File: config.mk
export PLATFORM = sky130hd
export DESIGN_NAME = design_select_ctrl
export DESIGN_NICKNAME = d
export VERILOG_FILES = /design/src/rtl/design_select_ctrl.sv
export SDC_FILE = /design/constraint.sdc
export NUM_CORES = 1
export LEC_CHECK = 0
export BUFFER_PORTS_ARGS = -buffer_cell sky130_fd_sc_hd__buf_2
export CORE_ASPECT_RATIO = 1.2
export CORE_MARGIN = 2
export CORE_UTILIZATION = 50
export CTS_CLUSTER_DIAMETER = 100
export DETAILED_ROUTE_END_ITERATION = 7
export GPL_TIMING_DRIVEN = 0
export PLACE_DENSITY = 0.76
export SYNTH_ARGS = -nofsm -noshare
export SYNTH_HDL_FRONTEND = slang
export SYNTH_SLANG_ARGS = --single-unit
File: constraint.sdc
create_clock -name wb_clk_i -period 4.8 [get_ports wb_clk_i]
set_input_delay 0.72 -clock wb_clk_i [delete_from_list [all_inputs] [get_ports wb_clk_i]]
set_output_delay 0.72 -clock wb_clk_i [all_outputs]
set_load 0.01 [all_outputs]
File: src/rtl/design_select_ctrl.sv
// Wishbone-controlled selector that holds nine designs in reset and releases one after a programmable delay.
// Optional CTRL[31] write lock is compiled in with `define DSC_WRITE_LOCK_EN.
module design_select_ctrl #(
  parameter logic [31:0] BASE_ADDR   = 32'h3000_0000,
  parameter logic [15:0] RESET_DELAY = 16'd16
) (
  input  logic        wb_clk_i,
  input  logic        rst_n,
  input  logic        wbs_cyc_i,
  input  logic        wbs_stb_i,
  input  logic        wbs_we_i,
  input  logic [3:0]  wbs_sel_i,
  input  logic [31:0] wbs_adr_i,
  input  logic [31:0] wbs_dat_i,
  output logic        wbs_ack_o,
  output logic [31:0] wbs_dat_o,
  output logic [8:0]  design_rst_n,
  output logic [31:0] custom_settings,
  output logic [3:0]  active_design,
  output logic        irq
);

  typedef enum logic [1:0] {
    ST_IDLE = 2'd0,
    ST_HOLD = 2'd1,
    ST_RUN  = 2'd2
  } state_t;

  state_t      r_state;
  logic        r_ack;
  logic [3:0]  r_sel;
  logic        r_en;
  logic        r_err;
  logic        r_irq_pend;
  logic [31:0] r_settings;
  logic [15:0] r_delay;
  logic [15:0] r_cnt;
  logic [8:0]  r_design_rst_n;
  logic [31:0] r_custom;
  logic [3:0]  r_active;

  logic        w_hit;
  logic        w_wr;
  logic        w_lock;
  logic        w_ctrl_wr;
  logic        w_set_wr;
  logic        w_stat_wr;
  logic        w_dly_wr;
  logic [3:0]  w_new_sel;
  logic        w_new_en;
  logic        w_new_valid;
  logic [31:0] w_settings_new;
  logic [15:0] w_delay_new;
  logic [3:0]  w_stat_design;
  logic [31:0] w_rdata;
  logic        w_unused_adr;

  assign w_hit = wbs_cyc_i & wbs_stb_i & (wbs_adr_i[31:4] == BASE_ADDR[31:4]);
  // Classic cycle: the master holds the request through the ack cycle, so the write commits on its closing edge.
  assign w_wr      = r_ack & w_hit & wbs_we_i;
  assign w_ctrl_wr = w_wr & (wbs_adr_i[3:2] == 2'd0) & ~w_lock;
  assign w_set_wr  = w_wr & (wbs_adr_i[3:2] == 2'd1) & ~w_lock;
  assign w_stat_wr = w_wr & (wbs_adr_i[3:2] == 2'd2);
  assign w_dly_wr  = w_wr & (wbs_adr_i[3:2] == 2'd3) & ~w_lock;
  assign w_unused_adr = ^wbs_adr_i[1:0];

  assign w_new_sel   = wbs_sel_i[0] ? wbs_dat_i[3:0] : r_sel;
  assign w_new_en    = wbs_sel_i[0] ? wbs_dat_i[4]   : r_en;
  assign w_new_valid = (w_new_sel <= 4'd8);
  assign w_delay_new = {wbs_sel_i[1] ? wbs_dat_i[15:8] : r_delay[15:8],
                        wbs_sel_i[0] ? wbs_dat_i[7:0]  : r_delay[7:0]};

  always_comb begin
    w_settings_new = r_settings;
    for (int unsigned b = 0; b < 4; b++) begin
      if (wbs_sel_i[b]) w_settings_new[8*b +: 8] = wbs_dat_i[8*b +: 8];
    end
  end

`ifdef DSC_WRITE_LOCK_EN
  logic r_lock;
  always_ff @(posedge wb_clk_i or negedge rst_n) begin
    if (!rst_n)                                        r_lock <= 1'b0;
    else if (w_ctrl_wr && wbs_sel_i[3] && wbs_dat_i[31]) r_lock <= 1'b1;
  end
  assign w_lock = r_lock;
`else
  assign w_lock = 1'b0;
`endif

  assign w_stat_design = (r_state == ST_RUN) ? r_sel : 4'h0;

  always_comb begin
    w_rdata = '0;
    if (r_ack) begin
      case (wbs_adr_i[3:2])
        2'd0:    w_rdata = {w_lock, 26'd0, r_en, r_sel};
        2'd1:    w_rdata = r_settings;
        2'd2:    w_rdata = {23'd0, r_irq_pend, w_lock, r_err, w_stat_design, r_state};
        default: w_rdata = {16'd0, r_delay};
      endcase
    end
  end

  always_ff @(posedge wb_clk_i or negedge rst_n) begin
    if (!rst_n) begin
      r_state        <= ST_IDLE;
      r_ack          <= 1'b0;
      r_sel          <= '0;
      r_en           <= 1'b0;
      r_err          <= 1'b0;
      r_irq_pend     <= 1'b0;
      r_settings     <= '0;
      r_delay        <= RESET_DELAY;
      r_cnt          <= '0;
      r_design_rst_n <= '0;
      r_custom       <= '0;
      r_active       <= 4'hF;
    end else begin
      r_ack <= w_hit & ~r_ack;
      if (w_set_wr) r_settings <= w_settings_new;
      if (w_dly_wr) r_delay    <= w_delay_new;
      if (w_stat_wr && wbs_sel_i[1] && wbs_dat_i[8]) r_irq_pend <= 1'b0;

      // A CTRL write overrides the sequencer from any state; the RUN-entry set below must follow the clear above.
      if (w_ctrl_wr) begin
        r_sel          <= w_new_sel;
        r_en           <= w_new_en;
        r_design_rst_n <= '0;
        r_active       <= 4'hF;
        if (w_new_valid)   r_err <= 1'b0;
        else if (w_new_en) r_err <= 1'b1;
        if (w_new_en && w_new_valid) begin
          r_state  <= ST_HOLD;
          r_cnt    <= r_delay;
          r_custom <= r_settings;
        end else begin
          r_state <= ST_IDLE;
        end
      end else begin
        case (r_state)
          ST_HOLD: begin
            if (r_cnt == 16'd0) begin
              r_state        <= ST_RUN;
              r_design_rst_n <= 9'd1 << r_sel;
              r_active       <= r_sel;
              r_irq_pend     <= 1'b1;
            end else begin
              r_cnt <= r_cnt - 16'd1;
            end
          end
          default: ;
        endcase
      end
    end
  end

  assign wbs_ack_o       = r_ack;
  assign wbs_dat_o       = w_rdata;
  assign design_rst_n    = r_design_rst_n;
  assign custom_settings = r_custom;
  assign active_design   = r_active;
  assign irq             = r_irq_pend;

endmodule

# After elaboration in Yosys (flattened, before gate mapping)

Cells that the tools add are included.

Memories: 0
Bits of input ports: 73
Latch bits: 0
Memory bits (read-only): 0
Memory bits (writable): 0
Output and inout port bits: 79
Register bits after elaboration: 119
Logic and storage cells: 80

Add/sub/neg operators: 1
Equality and inequality tests: 8
Reductions and logical operators: 18
Multipliers: 0
Shift operators: 1
Divide/modulo/power cells: 0
Bitwise logic cells: 10
Multiplexer cells: 25
Magnitude comparators: 1

Operators with widths:

| kind                  | count |
|---|---|
| $pmux 32 s3           | 1 |
| $mux 16               | 4 |
| $mux 32               | 1 |
| $eq 28x26->1 const B  | 1 |
| $mux 9                | 3 |
| $mux 4                | 5 |
| $reduce_and 2->1      | 9 |
| $logic_not 16->1      | 1 |
| $sub 16x1->16 const B | 1 |
| $and 1x1->1           | 9 |
| $shl 1x4->9 const A   | 1 |
| $mux 1                | 8 |
| $eq 2x2->1 const B    | 3 |
| $mux 2                | 3 |
| $reduce_bool 2->1     | 3 |
| $eq 2x1->1 const B    | 2 |
| $le 4x4->1 const B    | 1 |
| $logic_and 1x1->1     | 3 |
| $reduce_and 3->1      | 1 |
| $logic_not 2->1       | 1 |
| $ne 2x1->1 const B    | 1 |
| $ne 2x2->1 const B    | 1 |
| $not 1->1             | 1 |

# Depth between registers and ports, before layout

Depth in word-level cells: 11
Gate-level depth with buffers: 9
Gate-level depth less buffers: 8

# Worst setup path before layout

No wires, ideal clock.

Path kind: input to output
Start: in wbs_adr_i[3]
End: out wbs_dat_o[3]
Data arrival time: 1.795 ns
Required time: 4.080 ns
Setup slack: 2.285 ns
Path buffers: 2
Stages on the path: 4
Cell sequence: clkbuf_1 > clkbuf_1 > o21ai_0 > a31oi_1

Word-level cells in the longest chain between the ends: 3
Elaborated cells between the ends (all ways): 5
Classes of those cells: eq/ne: 2; mux: 2; reduce/logical: 1

Ends and longest elaborated chain:

| what                               | line | RTL |
|---|---|---|
| start: declaration                 | 13   | `input logic [31:0] wbs_adr_i,` |
| $eq 2x2->1 (tied with other cells) | 96   | `case (wbs_adr_i[3:2])` |
| $pmux 32 s3 (*)                    | 96   |  |
| $mux 32 (*)                        | 95   | `if (r_ack) begin` |
| end: declaration                   | 16   | `output logic [31:0] wbs_dat_o,` |

Every way passes the cells marked *; elsewhere a longest branch is shown, timed or not.

# Worst setup path after layout

Start: reg r_ack (netlist: wbs_ack_o)
End: out wbs_dat_o[26]

Word-level cells in the longest chain between the ends: 1

Ends and longest elaborated chain:

| what                     | line | RTL |
|---|---|---|
| start: declaration       | 30   | `logic r_ack;` |
| start signal: assignment | 120  | `r_ack <= w_hit & ~r_ack;` |
| $mux 32                  | 95   |  |

Every way passes these cells.

==> flow_metrics.tcl <==
set metrics [dict create \
    firstDrtPassIters 5 \
    grt_pass1_wl_microns 25200 \
    gr-total-overflow 0 \
    synth.cell_area_sq_mm 0.00566 \
    path_max_fanout 10 \
    cellLeakagePower_nw 3.79 \
    instances_no_fill 866 \
    slew_viol_final 0 \
    post_cts_buffers 0 \
    cp_cell_sequence "clkbuf_1 > nand2_1 > nor2_1 > clkbuf_1 > and2_1 > buf_2" \
    vias 5025 \
    cts_hold_buf 0 \
    syn_nets 627 \
    setup_violations 0 \
    area_delta_synth_final_pct 26.9 \
    slowest_delay_ps 490 \
    worst-slew-pin-transition_ps 711 \
    insertion_delay_ps 410 \
    seqCellArea_sq_mm 0.00298 \
    clk_pin_slew_worst_paths_ps 50 \
    grt_max_degree 95 \
    cp_common_cell "clkbuf_1" \
    rsz0062_at_grt "no" \
    drc 0 \
    synth_top_area_share_pct 50.4 \
    drive_above_1_share_pct 34.8 \
    worst_hold_path_type "input pin to asynchronous set/reset pin" \
    drt_iter0_markers 319 \
    multi_input_area_sq_mm 0.00252 \
    p_per_area_mw_per_mm2 325 \
    rr_worst_depth 9 \
    io_pins 152 \
    synth_edf_count 0 \
    drt-met1-wl_microns 6380 \
    critical_path_required_ps 4080 \
    async_reset_ff_share_pct 100 \
    path_class "flip-flop to primary output" \
    fmax_ghz 0.298 \
    syn_avg_cell_area_sq_um 10.2 \
    synthCells 553 \
    rows 42 \
    start_util_pct 51.3 \
    drt-total-wl_microns 15600 \
    coreArea_sq_mm 0.0110 \
    critPathCaptureType "primary output" \
    antenna_left 0 \
    vias_per_cell 5.80 \
    place.gp.congestion 0.897 \
    cp-start-kind "flip-flop" \
    synth_ff_type "dfrtp_1" \
    antenna_found_initial 2 \
    nFillCells 884 \
    status "finished, final reports clean" \
    wl_per_cell_microns 18.0 \
    cts_max_level 4 \
    dpl.hpwl_microns 11200 \
    maxCapViolCount 0 \
    timing.final.crit_period_ps 3360 \
    post-route-period-util_pct 70.0 \
    dp_cells 833 \
    synth.largest_area_cell "dfrtp_1" \
    cts_tree "yes" \
    final_cell_mix "buf_2 (152), nand2_1 (120), dfrtp_1 (114)" \
    slowest_stage "nor2_1" \
    yosys-top-cells-area "dfrtp_1 (50%), mux2_2 (11%), nand2_1 (8.0%), and2_1 (2.3%), dfstp_2 (2.3%)" \
    startpoint "wbs_ack_o$_DFF_PN0_" \
    clock-root-buffer "clkbuf_16" \
    r2r-start "r_cnt[0]$_DFFE_PN0P_" \
    cts.sink_count 119 \
    final_common_cell "buf_2" \
    vdd_ir_drop_max_mv 0.223 \
    fin_worst_skew_ps 5.41 \
    final_area_sq_mm 0.00718 \
    grtUsageTotal_pct 26.8 \
    cts_resized 0 \
    setup_tns_ps 0 \
    place_area_sq_mm 0.00660 \
    grt_pass1_vias 5103 \
    met3_length_microns 1120 \
    dieArea_sq_mm 0.0122 \
    fin_nets 794 \
    clk_path_buf_depth 2 \
    die_w_microns 101 \
    hold_violations 0 \
    relSlewSlack_pct 52.6 \
    reg2reg_to "r_cnt[2]$_DFFE_PN0P_" \
    r2r_setup_slack_ps 2130 \
    cts-buffers-inserted 17 \
    ys_ff_latch 119 \
    met2WireLength_microns 7740 \
    top_layer_used "met4" \
    numPortBuffers 147 \
    synth_seq_area_share_pct 52.7 \
    synth.distinct_cells 43 \
    yosysWarningCount 0 \
    die_h_microns 121 \
    arrival_ps 2640 \
]
[worst max path at each step]
stage                                                 end  slack, ps
final                                       wbs_dat_o[26]       1440
after global routing                        wbs_dat_o[26]       1190
after CTS                                   wbs_dat_o[26]       1440
after detailed placement                    wbs_dat_o[26]       1630
after global placement    custom_settings[18]$_DFFE_PN0P_       1620
after floorplan                              wbs_dat_o[3]       2280
[power breakdown]
part           internal (mW)   switching (mW)
registers               1.00  0.0000000000247
clock network          0.813            0.436
logic                 0.0317           0.0481
total                   1.85            0.484
[per-layer routing]
metal	up-vias	global-route usage, %
met4	0	11.3
li1	2303	-
met1	2465	33.8
met2	221	43.2
met5	-	0
met3	36	7.63
[cells by family (layout without fill, tap and decap cells)]
family          count (synthesis)  in the layout  share of synthesized area (%)
compound gates                 75             75                           8.05
fa+ha+maj                       1              1                          0.221
buf+inv                        34            214                           2.72
flops                         119            119                           52.7
mux                            70             70                           14.1
other cells                     0              1                              0
simple gates                  254            254                           22.2
[cells in the mapped netlist, types with 7 or more instances]
library cell  instances
nand2_1             120
nor4b_1               7
and2_1               21
a21oi_1              23
nand3_1              11
nor3_1                7
o21ai_0              22
nor4_1               15
nor2b_1               7
clkbuf_1             19
mux2_2               56
nand4_1              15
a211oi_1              9
mux2i_1              12
nor2_1               33
dfrtp_1             114
[registers in the layout (all words and copies together), names as in the netlist]
name / cells
active_design: 4
custom_settings: 32
design_rst_n: 9
irq: 1
r_cnt: 16
r_delay: 16
r_en: 1
r_err: 1
r_sel: 4
r_settings: 32
r_state: 2
wbs_ack_o: 1
[worst max-delay path: cells and delay by family (launching register included)]
| kind | cells | cell delay, ps |
|---|---|---|
| buffers and inverters | 3 | 830 |
| flip-flops | 1 | 380 |
| AND/OR/NAND/NOR | 3 | 1020 |
[through the flow]
step | total power, mW | utilization [%] | hold WS [ps] | setup WS (ps)
floorplan | 1.04 | - | 424 | 2280
global placement | 1.10 | 59.5 | 447 | 1620
detailed placement | 1.10 | 59.8 | 453 | 1630
CTS | 2.34 | 65.1 | 170 | 1440
global route | 2.40 | 65.1 | 180 | 1190
finish | 2.33 | 65.1 | 164 | 1440
[cell type report]
class	instances	share of cell area, %
Inverter	5	0.261
Sequential cell	119	41.5
Buffer	29	1.88
Antenna cell	1	0.0348
Multi-Input combinational cell	400	35.1
Clock buffer	23	6.79
Timing Repair Buffer	148	10.7
Tap cell	132	2.30
Clock inverter	9	1.36
(Power assumes the default switching activity.)
